`src/rtl/extbus_ctrl.sv`:
```
// Bridges the asynchronous external CPU bus into the clk25 domain: one reg_read or
// reg_write pulse per bus cycle, with read data held on the pads while the read strobe stays low.
module extbus_ctrl #(
    parameter int ADDR_W      = 5,
    parameter int DATA_W      = 8,
    parameter int SYNC_STAGES = 2
) (
    input  logic              clk25,
    input  logic              rst_n,
    input  logic              extbus_cs_n,
    input  logic              extbus_rd_n,
    input  logic              extbus_wr_n,
    input  logic [ADDR_W-1:0] extbus_a,
    input  logic [DATA_W-1:0] extbus_d_in,
    output logic [DATA_W-1:0] extbus_d_out,
    output logic              extbus_d_oe,
    output logic [ADDR_W-1:0] reg_addr,
    output logic [DATA_W-1:0] reg_wrdata,
    output logic              reg_write,
    output logic              reg_read,
    input  logic [DATA_W-1:0] reg_rddata,
    output logic              busy,
    output logic              proto_err
);

    typedef enum logic [2:0] {
        IDLE      = 3'd0,
        RD_ISSUE  = 3'd1,
        RD_DRIVE  = 3'd2,
        WR_ARMED  = 3'd3,
        WR_COMMIT = 3'd4
    } state_t;

    state_t state, state_nxt;

    logic [SYNC_STAGES-1:0] cs_sync, rd_sync, wr_sync;
    logic cs_s, rd_s, wr_s;
    logic rd_act, wr_act;

    logic              err_seen;
    logic              err_cond;
    logic [DATA_W-1:0] d_out_nxt;
    logic              d_oe_nxt;
    logic [ADDR_W-1:0] addr_nxt;
    logic [DATA_W-1:0] wrdata_nxt;
    logic              write_nxt;
    logic              read_nxt;
    logic              busy_nxt;
    logic              proto_nxt;

    // Synchronizers idle at 1 so a reset never looks like an asserted strobe.
    always_ff @(posedge clk25 or negedge rst_n) begin
        if (!rst_n) begin
            cs_sync <= '1;
            rd_sync <= '1;
            wr_sync <= '1;
        end else begin
            cs_sync <= {cs_sync[SYNC_STAGES-2:0], extbus_cs_n};
            rd_sync <= {rd_sync[SYNC_STAGES-2:0], extbus_rd_n};
            wr_sync <= {wr_sync[SYNC_STAGES-2:0], extbus_wr_n};
        end
    end

    assign cs_s   = cs_sync[SYNC_STAGES-1];
    assign rd_s   = rd_sync[SYNC_STAGES-1];
    assign wr_s   = wr_sync[SYNC_STAGES-1];
    assign rd_act = !cs_s && !rd_s;
    assign wr_act = !cs_s && !wr_s;

    // State and every output are flops; the comb blocks below only compute next values.
    always_ff @(posedge clk25 or negedge rst_n) begin
        if (!rst_n) begin
            state        <= IDLE;
            err_seen     <= 1'b0;
            extbus_d_out <= '0;
            extbus_d_oe  <= 1'b0;
            reg_addr     <= '0;
            reg_wrdata   <= '0;
            reg_write    <= 1'b0;
            reg_read     <= 1'b0;
            busy         <= 1'b0;
            proto_err    <= 1'b0;
        end else begin
            state        <= state_nxt;
            err_seen     <= err_cond;
            extbus_d_out <= d_out_nxt;
            extbus_d_oe  <= d_oe_nxt;
            reg_addr     <= addr_nxt;
            reg_wrdata   <= wrdata_nxt;
            reg_write    <= write_nxt;
            reg_read     <= read_nxt;
            busy         <= busy_nxt;
            proto_err    <= proto_nxt;
        end
    end

    always_comb begin
        state_nxt = state;
        case (state)
            IDLE: begin
                if (rd_act && !wr_act)
                    state_nxt = RD_ISSUE;
                else if (wr_act && !rd_act)
                    state_nxt = WR_ARMED;
            end
            RD_ISSUE:  state_nxt = RD_DRIVE;
            RD_DRIVE:  if (!rd_act) state_nxt = IDLE;
            WR_ARMED:  if (!wr_act) state_nxt = WR_COMMIT;
            WR_COMMIT: state_nxt = IDLE;
            default:   state_nxt = IDLE;
        endcase
    end

    always_comb begin
        err_cond   = ((state == IDLE) && rd_act && wr_act) ||
                     ((state == RD_DRIVE) && wr_act) ||
                     ((state == WR_ARMED) && rd_act);
        // One pulse per illegal episode, however long the strobes overlap.
        proto_nxt  = err_cond && !err_seen;
        read_nxt   = (state_nxt == RD_ISSUE);
        write_nxt  = (state_nxt == WR_COMMIT);
        busy_nxt   = (state_nxt != IDLE);
        d_oe_nxt   = (state_nxt == RD_DRIVE) && !wr_act;
        addr_nxt   = ((state == IDLE) && (state_nxt != IDLE)) ? extbus_a : reg_addr;
        wrdata_nxt = ((state == WR_ARMED) && wr_act) ? extbus_d_in : reg_wrdata;
        d_out_nxt  = (state == RD_ISSUE) ? reg_rddata : extbus_d_out;
    end

endmodule

```
`config.mk`:
```
export PLATFORM = sky130hd
export DESIGN_NAME = extbus_ctrl
export DESIGN_NICKNAME = d
export VERILOG_FILES = /design/src/rtl/extbus_ctrl.sv
export SDC_FILE = /design/constraint.sdc
export NUM_CORES = 1
export LEC_CHECK = 0
export CAP_MARGIN = 20
export CORE_AREA = 2 2 62 64
export CTS_CLUSTER_SIZE = 30
export DETAILED_ROUTE_END_ITERATION = 6
export DIE_AREA = 0 0 64 66
export PLACE_DENSITY = 0.72
export REMOVE_ABC_BUFFERS = 1
export SYNTH_ARGS = -nofsm -noshare
export SYNTH_HDL_FRONTEND = slang
export SYNTH_SLANG_ARGS = --single-unit
```
`constraint.sdc`:
```
create_clock -name clk25 -period 2.4 [get_ports clk25]
set_input_delay 0.48 -clock clk25 [delete_from_list [all_inputs] [get_ports clk25]]
set_output_delay 0.48 -clock clk25 [all_outputs]
set_load 0.005 [all_outputs]
```
==> run metrics <==
initial antenna violation count 0; Worst Hold Slack 0.2076 ns; min Tclk post-route 1.704 ns; Reg-to-Reg Start state[0]; Power Dens Cells 965.0 nW/um^2; Port Buffer Count 51; Worst Reg-to-Reg Cells 3; Post-DP Area slightly below 2000 sq um; P_sw 0.4919 mW; synthesized instance count 90; Ys Warns 0; final wirelength 2383 um; mean post-synth cell area 15.39 sq um; Die Ht 66 um; layout cell share with drive strength beyond 1 27.40%; WP data arrival 1.22 ns; FP Rows 22; die area 4224 sq um; Inserted Clock Buffers 5; Critical Path Fanout Max 2; status finished, final reports clean; Slew @ Worst Pin between 0.7 and 0.8 ns; sequential share of power 48.5%; skew final 0.008597 ns; CTS root buffer clkbuf_4; Pleak 0.8606 nW; Max clock buf depth 2; CP Cell Sequence clkdlybuf4s50_1; largest net degree at the start of global routing 37; Crit Path Category flop to output port; reg2reg end reg_wrdata[7]; fin area 1981 sq um; area leader, netlist dfrtp_1; # diodes 0; IO Pins 52; detailed-route via count 895; post-synthesis register bit count 36; Final setup viols 0; RSZ-0062 raised after global routing no; fillers roughly 300; # nets final 171; hpwl dp between 1500 and 2000 um; largest cells by area after synthesis dfrtp_1 54%, mux2_2 17%, dfstp_2 11%; H-tree Lvls 2; Max-Cap Viols 0; Clock Sinks 36; Yosys cell types 24; CP top delay family buffers and inverters; DR pass1 iterations 3; Worst-Skew Late Latency 0.32 ns; GRT Overall Usage 13.34%; crit end category output port; first-pass GRT wire length 4105 um; combinational power share 35.8%; fin crit share 70.99%; Max-slew headroom 50.63%; Critical-path top delay cell clkdlybuf4s50_1; WL per Instance between 10 and 15 um; Bufs and invs on worst path 1; post-synth top area share 54.20%; synthesis-to-layout area growth 43.00%; clock power share 15.7%; Starting Density between 30% and 40%; fmax 0.5869 GHz; grt ovf 0; Slew Limit Fails 0; Seq/Total Area, Yosys 65.58%; setup bufs post-CTS 0; Fin. Hold Viols 0; DRC 0; R2R setup slack 0.87 ns; P_int 1.419 mW; Via density 4.613; critical path startpoint reg_addr[1]; core box area 3551 sq um; switching share of power 25.74%; Fin Setup TNS 0 ns; vias in the first global route 889; Reg clk slew, reported paths ~0.11 ns; peak supply drop 451.1 uV; Die W about 64 um; Hold Path Class input port to asynchronous set/reset pin; cts hold-fix bufs 0; cell area after synthesis around 1400 sq um; WP data required 1.92 ns; Iter 0 DRT Violations 12; CP peak stage delay approximately 0.52 ns; TritonCTS clock tree done; critical path startpoint category flop; Final Wtd Congestion ~0.78; Final ANT Viol Nets 0; post-CTS resize count 0
==> per-layer routing <==
metal / global-route usage [%] / up-vias / share of wire (%) / routed length (um)
met2: 22.92 / 38 / 51 / 1217
met4: 7.337 / 0 / 2.7 / 64
li1: - / 429 / - / -
met5: 0 / - / 0 / 0
met3: 5.111 / 6 / 5.9 / 140
met1: 14.05 / 422 / 40 / 960
==> cells in the mapped netlist <==
cell type / count
dfrtp_1: 30
mux2_2: 21
nor2_1: 8
dfstp_2: 6
a21oi_1: 2
buf_4: 2
nor3_1: 2
nor3b_1: 2
o21ai_0: 2
and4b_1: 1
buf_6: 1
inv_1: 1
mux2i_1: 1
nand2_1: 1
nand3_2: 1
nand3b_4: 1
nand4_1: 1
nand4b_1: 1
nor2b_1: 1
nor3_4: 1
nor3b_4: 1
o31ai_1: 1
or3b_1: 1
xor2_1: 1
==> cells by family after synthesis <==
kind of cell	after synthesis	synth area share [%]
muxes	22	17.80
xor gates and xnor gates	1	0.6325
AOI/OAI and AO/OA	5	1.988
buffers and inverters	4	2.167
and+or+nand+nor	22	11.83
DFF	36	65.58
==> worst max-delay path by stage <==
| stage | endpoint | depth (start not counted) |
|---|---|---|
| CTS | reg_addr[1] | 1 |
| finish | reg_addr[1] | 1 |
| detailed placement | reg_wrdata[4] | 3 |
| global route | reg_addr[1] | 1 |
| floorplan | reg_wrdata[0] | 3 |
| global placement | reg_wrdata[6] | 3 |
==> power groups by stage <==
stage	Sequential, mW	Clock [mW]	Combinational [mW]
floorplan	0.947	0	0.221
global placement	0.929	0	0.687
detailed placement	0.945	0	0.697
CTS	0.934	0.320	0.699
global route	0.963	0.349	0.737
finish	0.927	0.299	0.685
==> placed cells by master (no fill, tap or decap), drive strengths merged <==
cell           instances
mux2i                  1
nand2                  1
mux2                  21
and4b                  1
clkbuf                 5
dfrtp                 30
inv                    1
a21oi                  2
nor2b                  1
o31ai                  1
nor2                   8
clkdlybuf4s50         50
dfstp                  6
or3b                   1
nand3                  1
o21ai                  2
nor3                   3
nor3b                  3
buf                    1
nand4                  1
xor2                   1
clkinv                 3
nand3b                 1
nand4b                 1
==> state kept, by name, indices dropped and copies added (netlist names) <==
| name | cells |
|---|---|
| extbus_d_out | 8 |
| reg_read | 1 |
| reg_addr | 5 |
| reg_wrdata | 8 |
| state | 3 |
| rd_sync | 2 |
| cs_sync | 2 |
| err_seen | 1 |
| extbus_d_oe | 1 |
| proto_err | 1 |
| wr_sync | 2 |
| busy | 1 |
| reg_write | 1 |
==> metrics by stage <==
stage / setup slack (ns) / std cells / total power [mW] / util, %
final: 0.6962 / 194 / 1.911 / 55.78
after global routing: 0.6051 / 194 / 2.049 / 55.78
after CTS: 0.6594 / 194 / 1.953 / 55.78
after detailed placement: 0.8498 / 186 / 1.642 / 54.19
after global placement: 0.9303 / 186 / 1.616 / 54.19
after floorplan: 1.017 / 87 / 1.168 / -
==> final cells by class <==
cell class | instances | area, sq um | area share (%)
Tap cell | 48 | 60.06 | 3.032
Multi-Input combinational cell | 50 | 446.7 | 22.55
Clock inverter | 3 | 18.77 | 0.9476
Inverter | 1 | 3.754 | 0.1895
Sequential cell | 36 | 908.4 | 45.86
Timing Repair Buffer | 51 | 505.5 | 25.52
Clock buffer | 5 | 37.54 | 1.895
(Power assumes the default switching activity.)
